**config.mk**
```make
export PLATFORM = sky130hd
export DESIGN_NAME = scancode_decoder_flat
export DESIGN_NICKNAME = d
export VERILOG_FILES = /design/src/rtl/scancode_decoder_if.sv /design/src/rtl/scancode_decoder.sv /design/src/flat_wrapper.sv
export SDC_FILE = /design/constraint.sdc
export NUM_CORES = 1
export LEC_CHECK = 0
export BUFFER_PORTS_ARGS = -buffer_cell sky130_fd_sc_hd__buf_4
export CORE_UTILIZATION = 59
export CTS_CLUSTER_DIAMETER = 150
export CTS_CLUSTER_SIZE = 16
export DETAILED_ROUTE_END_ITERATION = 10
export GPL_ROUTABILITY_DRIVEN = 0
export PLACE_DENSITY = 0.79
export RECOVER_POWER = 25
export SLEW_MARGIN = 10
export SYNTH_ARGS = -nofsm -noshare
export SYNTH_HDL_FRONTEND = slang
export SYNTH_SLANG_ARGS = --single-unit
```
**constraint.sdc**
```tcl
create_clock -name clk -period 3.5 [get_ports clk]
set_clock_uncertainty 0.05 [all_clocks]
set_input_delay 0.875 -clock clk [delete_from_list [all_inputs] [get_ports clk]]
set_output_delay 0.875 -clock clk [all_outputs]
set_load 0.02 [all_outputs]
```
**src/rtl/scancode_decoder_if.sv**
```systemverilog
// Byte-in / key-event-out bus of the PS/2 set-2 scancode decoder.
interface scancode_decoder_if;
  logic        strobe_in;
  logic [7:0]  code_in;
  logic [11:0] keycode;
  logic        strobe_out;
  logic        ack;
  logic        overflow;
  logic        clear_overflow;

  // Byte source and event consumer
  modport master (
    output strobe_in, code_in, ack, clear_overflow,
    input  keycode, strobe_out, overflow
  );

  // Decoder side
  modport slave (
    input  strobe_in, code_in, ack, clear_overflow,
    output keycode, strobe_out, overflow
  );
endinterface

```
**src/rtl/scancode_decoder.sv**
```systemverilog
// PS/2 set-2 scancode decoder: parses make/break/extended sequences, tracks
// modifiers and a pressed-key bitmap, and queues key events in a small FIFO.
module scancode_decoder #(
  parameter int unsigned FIFO_DEPTH   = 4,
  parameter bit          EMIT_RELEASE = 1'b0,
  parameter bit          AUTOREPEAT   = 1'b1,
  parameter bit          EMIT_MODS    = 1'b0
) (
  input logic               clk,
  input logic               reset,
  scancode_decoder_if.slave bus
);

  localparam int unsigned AW = $clog2(FIFO_DEPTH);
  localparam int unsigned CW = AW + 1;

  typedef enum logic [2:0] {StIdle, StExt, StBrk, StExtBrk, StSkip} state_e;

  state_e       state_q, state_d;
  logic [2:0]   skip_q, skip_d;
  // {meta_r, meta_l, ctrl_r, ctrl_l, shift_r, shift_l}
  logic [5:0]   mods_q, mods_d;
  logic [255:0] pressed_q;

  logic         ev_valid, ev_ext, ev_rel;
  logic [6:0]   ev_code;
  logic [7:0]   key;
  logic [5:0]   mod_sel;
  logic         is_mod, push;
  logic [11:0]  ev_word;

  logic [11:0]   mem_q [FIFO_DEPTH];
  logic [AW-1:0] wr_ptr_q, rd_ptr_q;
  logic [CW-1:0] count_q;
  logic          full, empty, pop, wr_en, ovf_set;
  logic          overflow_q;

  // Parser next state and the event produced by the byte sampled this cycle
  always_comb begin
    state_d  = state_q;
    skip_d   = skip_q;
    ev_valid = 1'b0;
    ev_ext   = 1'b0;
    ev_rel   = 1'b0;
    ev_code  = bus.code_in[6:0];
    if (bus.strobe_in) begin
      case (state_q)
        StIdle: begin
          case (bus.code_in)
            8'hE0: state_d = StExt;
            8'hF0: state_d = StBrk;
            8'hE1: begin
              state_d = StSkip;
              skip_d  = 3'd7;
            end
            8'h00, 8'hAA, 8'hEE, 8'hFA, 8'hFC, 8'hFD, 8'hFE, 8'hFF: ;
            default: ev_valid = ~bus.code_in[7];
          endcase
        end
        StExt: begin
          if (bus.code_in == 8'hF0) begin
            state_d = StExtBrk;
          end else if (bus.code_in != 8'hE0) begin
            state_d = StIdle;
            // E0 12 / E0 59 are fake shifts emitted around some extended keys
            if (bus.code_in != 8'h12 && bus.code_in != 8'h59) begin
              ev_valid = 1'b1;
              ev_ext   = 1'b1;
            end
          end
        end
        StBrk: begin
          ev_valid = 1'b1;
          ev_rel   = 1'b1;
          state_d  = StIdle;
        end
        StExtBrk: begin
          ev_valid = 1'b1;
          ev_rel   = 1'b1;
          ev_ext   = 1'b1;
          state_d  = StIdle;
        end
        StSkip: begin
          if (skip_q <= 3'd1) begin
            skip_d  = 3'd0;
            state_d = StIdle;
          end else begin
            skip_d = skip_q - 3'd1;
          end
        end
        default: state_d = StIdle;
      endcase
    end
  end

  // Modifier decode, queue decision and event word (pre-edge modifiers)
  always_comb begin
    key     = {ev_ext, ev_code};
    mod_sel = '0;
    case (key)
      8'h12:   mod_sel = 6'b000001;
      8'h59:   mod_sel = 6'b000010;
      8'h14:   mod_sel = 6'b000100;
      8'h94:   mod_sel = 6'b001000;
      8'h11:   mod_sel = 6'b010000;
      8'h91:   mod_sel = 6'b100000;
      default: mod_sel = '0;
    endcase
    is_mod  = |mod_sel;
    mods_d  = ev_rel ? (mods_q & ~mod_sel) : (mods_q | mod_sel);
    push    = ev_valid && (!is_mod || EMIT_MODS) &&
              (ev_rel ? EMIT_RELEASE : (AUTOREPEAT || !pressed_q[key]));
    ev_word = {ev_rel, mods_q[5] | mods_q[4], mods_q[3] | mods_q[2],
               mods_q[1] | mods_q[0], ev_ext, ev_code};
  end

  // Parser state, modifier state and pressed-key bitmap
  always_ff @(posedge clk or posedge reset) begin
    if (reset) begin
      state_q   <= StIdle;
      skip_q    <= '0;
      mods_q    <= '0;
      pressed_q <= '0;
    end else begin
      state_q <= state_d;
      skip_q  <= skip_d;
      if (ev_valid) begin
        mods_q         <= mods_d;
        pressed_q[key] <= ~ev_rel;
      end
    end
  end

  // FIFO control: a pop frees the slot so a push into a full FIFO still lands
  always_comb begin
    full    = (count_q == CW'(FIFO_DEPTH));
    empty   = (count_q == '0);
    pop     = bus.ack && !empty;
    wr_en   = push && (!full || pop);
    ovf_set = push && full && !pop;
  end

  // FIFO storage; contents need no reset since count gates visibility
  always_ff @(posedge clk) begin
    if (wr_en) mem_q[wr_ptr_q] <= ev_word;
  end

  // FIFO pointers, occupancy and sticky overflow
  always_ff @(posedge clk or posedge reset) begin
    if (reset) begin
      wr_ptr_q   <= '0;
      rd_ptr_q   <= '0;
      count_q    <= '0;
      overflow_q <= 1'b0;
    end else begin
      if (wr_en) wr_ptr_q <= wr_ptr_q + AW'(1);
      if (pop)   rd_ptr_q <= rd_ptr_q + AW'(1);
      count_q <= count_q + CW'(wr_en) - CW'(pop);
      // A new drop wins over a simultaneous clear
      if (ovf_set)                 overflow_q <= 1'b1;
      else if (bus.clear_overflow) overflow_q <= 1'b0;
    end
  end

  // Head-of-FIFO presentation
  always_comb begin
    bus.strobe_out = !empty;
    bus.keycode    = empty ? 12'h000 : mem_q[rd_ptr_q];
    bus.overflow   = overflow_q;
  end

endmodule

```
**src/flat_wrapper.sv**
```systemverilog
// flat-port wrapper written by rule: the top's interface ports become plain ports
module scancode_decoder_flat 
#(
  parameter int unsigned FIFO_DEPTH   = 4,
  parameter bit          EMIT_RELEASE = 1'b0,
  parameter bit          AUTOREPEAT   = 1'b1,
  parameter bit          EMIT_MODS    = 1'b0
)
  (clk, reset, bus_strobe_in, bus_code_in, bus_ack, bus_clear_overflow, bus_keycode, bus_strobe_out, bus_overflow);
  scancode_decoder_if bus_i ();
  input logic clk;
  input logic reset;
  input wire logic [$bits(bus_i.strobe_in)-1:0] bus_strobe_in;
  input wire logic [$bits(bus_i.code_in)-1:0] bus_code_in;
  input wire logic [$bits(bus_i.ack)-1:0] bus_ack;
  input wire logic [$bits(bus_i.clear_overflow)-1:0] bus_clear_overflow;
  output wire logic [$bits(bus_i.keycode)-1:0] bus_keycode;
  output wire logic [$bits(bus_i.strobe_out)-1:0] bus_strobe_out;
  output wire logic [$bits(bus_i.overflow)-1:0] bus_overflow;
  assign bus_i.strobe_in = bus_strobe_in;
  assign bus_i.code_in = bus_code_in;
  assign bus_i.ack = bus_ack;
  assign bus_i.clear_overflow = bus_clear_overflow;
  assign bus_keycode = bus_i.keycode;
  assign bus_strobe_out = bus_i.strobe_out;
  assign bus_overflow = bus_i.overflow;
  scancode_decoder #(.FIFO_DEPTH(FIFO_DEPTH), .EMIT_RELEASE(EMIT_RELEASE), .AUTOREPEAT(AUTOREPEAT), .EMIT_MODS(EMIT_MODS)) u_core (.clk(clk), .reset(reset), .bus(bus_i));
endmodule
```
* Word level (Yosys, flattened, before mapping) *
Memory sizes are Yosys's and may differ from the RTL's.
Cells that the tools add are included.

storage, ports and cells
  latch bits = 0
  bits in read-only memories = 0
  input bits = 13
  bits in writable memories = 48
  memories kept = 1
  word-level logic and storage cells = 97
  bits in registers = 20

cells by class
  mux-type cells = 26
  multiply operators = 0
  equality and inequality tests = 28
  reduce and logical (&&, ||, !) cells = 22
  $add $sub $neg = 5
  magnitude comparators = 1
  shift operators = 0
  bitwise operators = 7
  divide/modulo/power cells = 0

memory list
  name          words  bits a word  rd ports  clocked after memory_dff  wr ports  line                    RTL
  u_core.mem_q  4      12           1         0                         1         scancode_decoder.sv:32  logic [11:0] mem_q [FIFO_DEPTH];

operators by type and width
  cell                                                    number
  == test 8 bit (second input constant)                   12
  one-hot mux 6 bit (6 select lines)                      1
  == test 8 x 5 -> 1 bit (second input constant)          3
  one-hot mux 3 bit (3 select lines)                      2
  2-to-1 mux 3 bit                                        5
  2-to-1 mux 1 bit                                        13
  2-to-1 mux 12 bit                                       1
  OR reduction 11 bit                                     1
  == test 8 x 7 -> 1 bit (second input constant)          1
  zero test 8 bit                                         1
  inequality test 8 x 5 -> 1 bit (second input constant)  1
  inequality test 8 x 7 -> 1 bit (second input constant)  1
  inequality test 8 bit (second input constant)           1
  logical AND 1 bit                                       7
  AND 6 bit                                               1
  == test 3 x 2 -> 1 bit (second input constant)          2
  == test 3 bit (second input constant)                   2
  zero test 3 bit                                         2
  2-to-1 mux 6 bit                                        1
  inverter 6 bit                                          1
  OR 6 bit                                                1
  one-hot mux 3 bit (2 select lines)                      1
  OR reduction 6 bit                                      1
  adder 2 x 1 -> 2 bit (second input constant)            2
  19 further kinds                                        25

* Depth between registers and ports, before layout *
  word-level depth = 16
  gate-level depth with buffers = 9

* Least setup slack after synthesis *
OpenSTA, ideal clock, no wires.

  path kind = in2reg
  from = input bus_code_in[0]
  to = register u_core.count_q[2]
  cell stages on the path = 8
  arrival = 2.941 ns
  library setup time = 0.123 ns
  required time = 3.327 ns
  path slack = 0.386 ns
  cells stage by stage = or4b_2 -> o22a_2 -> o221ai_1 -> a211oi_2 -> ha_1 -> fa_1 -> xnor2_1 -> xnor2_1

between the ends
  cells in the longest elaborated chain, start to end = 16
  elaborated cells between the ends (all ways) = 38
  classes of those cells = 2 x add/sub; 19 x eq/ne; 9 x mux; 8 x reduce/logical

RTL lines
  element                                                                                  line                     RTL
  from (decl)                                                                              flat_wrapper.sv:14       input wire logic [$bits(bus_i.code_in)-1:0] bus_code_in;
  inequality test 8 x 5 -> 1 bit / inequality test 8 x 7 -> 1 bit (equally long branches)  scancode_decoder.sv:66   if (bus.code_in != 8'h12 && bus.code_in != 8'h59) begin
  logical AND 1 bit                                                                        scancode_decoder.sv:66
  2-to-1 mux 1 bit                                                                         scancode_decoder.sv:66
  2-to-1 mux 1 bit                                                                         scancode_decoder.sv:63   end else if (bus.code_in != 8'hE0) begin
  2-to-1 mux 1 bit                                                                         scancode_decoder.sv:61   if (bus.code_in == 8'hF0) begin
  one-hot mux 1 bit (2 select lines)                                                       scancode_decoder.sv:47   case (state_q)
  2-to-1 mux 1 bit                                                                         scancode_decoder.sv:46   if (bus.strobe_in) begin
  == test 8 bit, or another cell as far along                                              scancode_decoder.sv:100  case (key)
  one-hot mux 6 bit (6 select lines)                                                       scancode_decoder.sv:100
  OR reduction 6 bit                                                                       scancode_decoder.sv:109  is_mod = |mod_sel;
  zero test 1 bit                                                                          scancode_decoder.sv:111  push = ev_valid && (!is_mod || EMIT_MODS) &&
  logical AND 1 bit (*) (2 in series)                                                      scancode_decoder.sv:111
  logical AND 1 bit (*)                                                                    scancode_decoder.sv:139  wr_en = push && (!full || pop);
  adder 3 x 1 -> 3 bit (*)                                                                 scancode_decoder.sv:158  count_q <= count_q + CW'(wr_en) - CW'(pop);
  subtractor 3 x 1 -> 3 bit (*)                                                            scancode_decoder.sv:158
  to (signal assigned)                                                                     scancode_decoder.sv:158
  to (decl)                                                                                scancode_decoder.sv:34   logic [CW-1:0] count_q;

Every way passes the cells marked *; elsewhere a longest branch is shown, timed or not.
A chain may end at the register's enable or synchronous reset.

* Final worst setup path *
  from = input bus_code_in[4]
  to = register u_core.count_q[2]

Same word-level chain as after synthesis.

==> flow_metrics.py <==
metrics = {
    "clock_tree": {
        "cts_made_buffers": 9,
        "clk_latency_ps": 330,
        "cts_setup_buffers": 0,
        "path_clk_slew_ps": 70,
        "cts_root_buffer": "clkbuf_8",
        "cts_sinks": 68,
        "cts_tree": "built",
        "hold_buffers": 0,
        "cts_resized": 0,
        "clock_path_buffers": 2,
        "h-tree-depth": 3,
    },
    "synth": {
        "synth_seq_area_share_pct": 61.56,
        "netlist_area_um2": 3154,
        "yosys.area.top_type": "edfxtp_1",
        "synth_common_cells": "edfxtp_1 (48), dfrtp_1 (20), and2_1 (19)",
        "synth_ff_type": "edfxtp_1",
        "synth_area_leaders": "edfxtp_1 (46%), dfrtp_1 (16%), mux4_2 (8.6%)",
        "synth-seq-cells": 68,
        "synth_fp_nets": 236,
        "synthArstFlopShare_pct": 29.41,
        "synth_top_area_share_pct": 45.70,
        "synth_edf_count": 48,
        "syn_avg_cell_area_um2": 14.74,
        "synth_most_common_cell": "edfxtp_1",
        "ys_warn_count": 0,
        "syn_inst": 214,
        "ys_types": 48,
    },
    "sta": {
        "finalCritPeriodShare_pct": 91.46,
        "hold_viol_final": 0,
        "holdWs_ps": 442.9,
        "worst_slew_pin_slew_ps": 738.2,
        "min_period_ps": 3201,
        "finalSetupViolCount": 0,
        "rsz0062_at_grt": "false",
        "maxSlewViolCount": 0,
        "tns_ps": 0,
        "fmax_mhz": 312.4,
        "relSlewSlack_pct": 50.73,
    },
    "routing": {
        "first_pass_iters": 4,
        "vias_per_cell": 5.653,
        "vias": 1843,
        "wl_um": 5313,
        "drc_errors": 0,
        "ant_nets": 0,
        "drt_iter0_drc": 146,
        "wl_per_cell_um": 16.30,
    },
    "power": {
        "vdd_drop_max_mv": 0.3713,
        "powerDensity_nw_per_um2": 712.2,
        "p_leak_nw": 1.336,
        "power_mw": 2.588,
    },
    "setup_path": {
        "critical_path.top_delay_family": "simple AND/OR/NAND/NOR gates",
        "crit_required_ps": 3710,
        "cp.arrival_ps": 3410,
        "crit_buf_inv": 1,
        "critPathMaxFanout": 13,
        "crit_type": "primary input to flip-flop",
        "end_kind": "flip-flop",
        "cp-start-kind": "primary input",
        "worstPathCellList": "clkbuf_1 > or3b_4 > or3_1 > o221ai_1 > a211oi_2 > ha_1 > fa_1 > xnor2_1 > xnor2_1",
        "slowest_delay_ps": 470,
        "cp_slowest_cell": "or3b_4",
        "cpMostUsedCell": "xnor2_1",
    },
    "global_route": {
        "grt_pass1_wl_um": 8562,
        "antenna_found_initial": 0,
        "grt_use_total_pct": 22.02,
        "overflow": 0,
        "grt_pass1_vias": 1775,
        "grt_start_max_net_pins": 21,
    },
    "floorplanning": {
        "dieArea_um2": 5642,
        "die_w_um": 75.12,
        "core_area_um2": 5140,
        "start_util_pct": 61.37,
        "rows": 26,
        "io_pins": 27,
        "die_y_um": 75.12,
    },
    "final_layout": {
        "num_antenna_cells": 0,
        "finalNetCount": 273,
        "syn2layout_area_growth_pct": 15.19,
        "drive_gt1_share_pct": 28.91,
    },
    "placement": {
        "hpwlAfterDp_um": 3538,
        "port_buffers": 26,
    },
    "worst_hold_path": {
        "hold_path.class": "flip-flop to flip-flop",
    },
    "job": {
        "drv_cap": 0,
    },
    "outcome": {
        "status": "finished, final reports clean",
    },
}
-- power breakdown --
part,switching (mW),internal [mW],leakage [nW]
clock,0.277,0.394,0.0990
combinational,0.420,0.434,0.556
sequential,0.0803,0.982,0.682
total,0.777,1.81,1.34
-- layout make-up --
| class | instances | area (um2) |
|---|---|---|
| clock buffers | 10 | 127.6 |
| clock inverters | 6 | 78.83 |
| fillers | 355 | 1506 |
| inverters | 12 | 45.04 |
| multi-input cells | 127 | 1131 |
| flip-flops and latches | 68 | 1942 |
| well taps | 70 | 87.58 |
| repair buffers | 33 | 221.5 |
-- layout by cell type (no fill, tap or decap), types with 3 or more instances in the layout --
| master | netlist | final |
|---|---|---|
| clkbuf_1 | 3 | 8 |
| clkbuf_8 | 0 | 9 |
| clkinv_1 | 0 | 3 |
| edfxtp_1 | 48 | 48 |
| mux4_2 | 12 | 12 |
| nand2_1 | 9 | 9 |
| mux2_2 | 5 | 5 |
| xnor2_1 | 5 | 5 |
| ha_1 | 8 | 8 |
| o21ai_0 | 6 | 6 |
| a211oi_2 | 3 | 3 |
| buf_4 | 0 | 26 |
| or3_1 | 3 | 3 |
| or4b_2 | 4 | 4 |
| a21oi_1 | 8 | 8 |
| inv_1 | 12 | 12 |
| nor2_1 | 9 | 9 |
| dfrtp_1 | 20 | 20 |
| and2_1 | 19 | 19 |
| or2_2 | 3 | 3 |
-- flip-flops by register name (all words and copies together) (netlist names), named ones only --
register	count
u_core.state_q	3
u_core.mem_q	48
u_core.bus.overflow	1
u_core.count_q	3
u_core.rd_ptr_q	2
u_core.skip_q	3
u_core.wr_ptr_q	2
-- path summary, 6_finish.rpt --
path                                        start                end  depth (start not counted)  slack [ps]
worst min-delay path                    flip-flop          flip-flop                          1         440
worst min register to register          flip-flop          flip-flop                          1         440
max in group asynchronous                   reset  u_core.state_q[2]                          2        2310
worst max-delay path               bus_code_in[4]  u_core.count_q[2]                          9         300
worst max register to register  u_core.state_q[0]  u_core.count_q[2]                          8         750
min in group asynchronous                   reset  u_core.count_q[0]                          2         620
-- kinds of logic after synthesis --
logic type / count (synthesis) / synth area share [%]
AOI/OAI and AO/OA: 31 / 7.180
xor gates and xnor gates: 6 / 1.666
adders and majority gates: 9 / 3.808
buffers and inverters: 19 / 2.578
DFF: 68 / 61.56
muxes: 17 / 10.35
and+or+nand+nor: 64 / 12.85
-- stage by stage --
step                      area, um2  cells  util (%)  setup WS [ps]
after global routing           3633    326     70.69          202.1
after CTS                      3660    326     71.20          445.2
after global placement         3453    310     67.19          161.6
after floorplan                3154    214         -          386.3
after detailed placement       3453    310     67.19          80.79
final                          3633    326     70.69          298.8
-- layer usage --
metal | track usage, % | wire (um) | vias to the layer above
li1 | - | - | 883
met1 | 29.83 | 2533 | 910
met2 | 33.43 | 2479 | 41
met3 | 6.827 | 206 | 9
met4 | 9.434 | 94 | 0
met5 | 0 | 0 | -
Note: power is estimated with default switching activity, not from simulation.
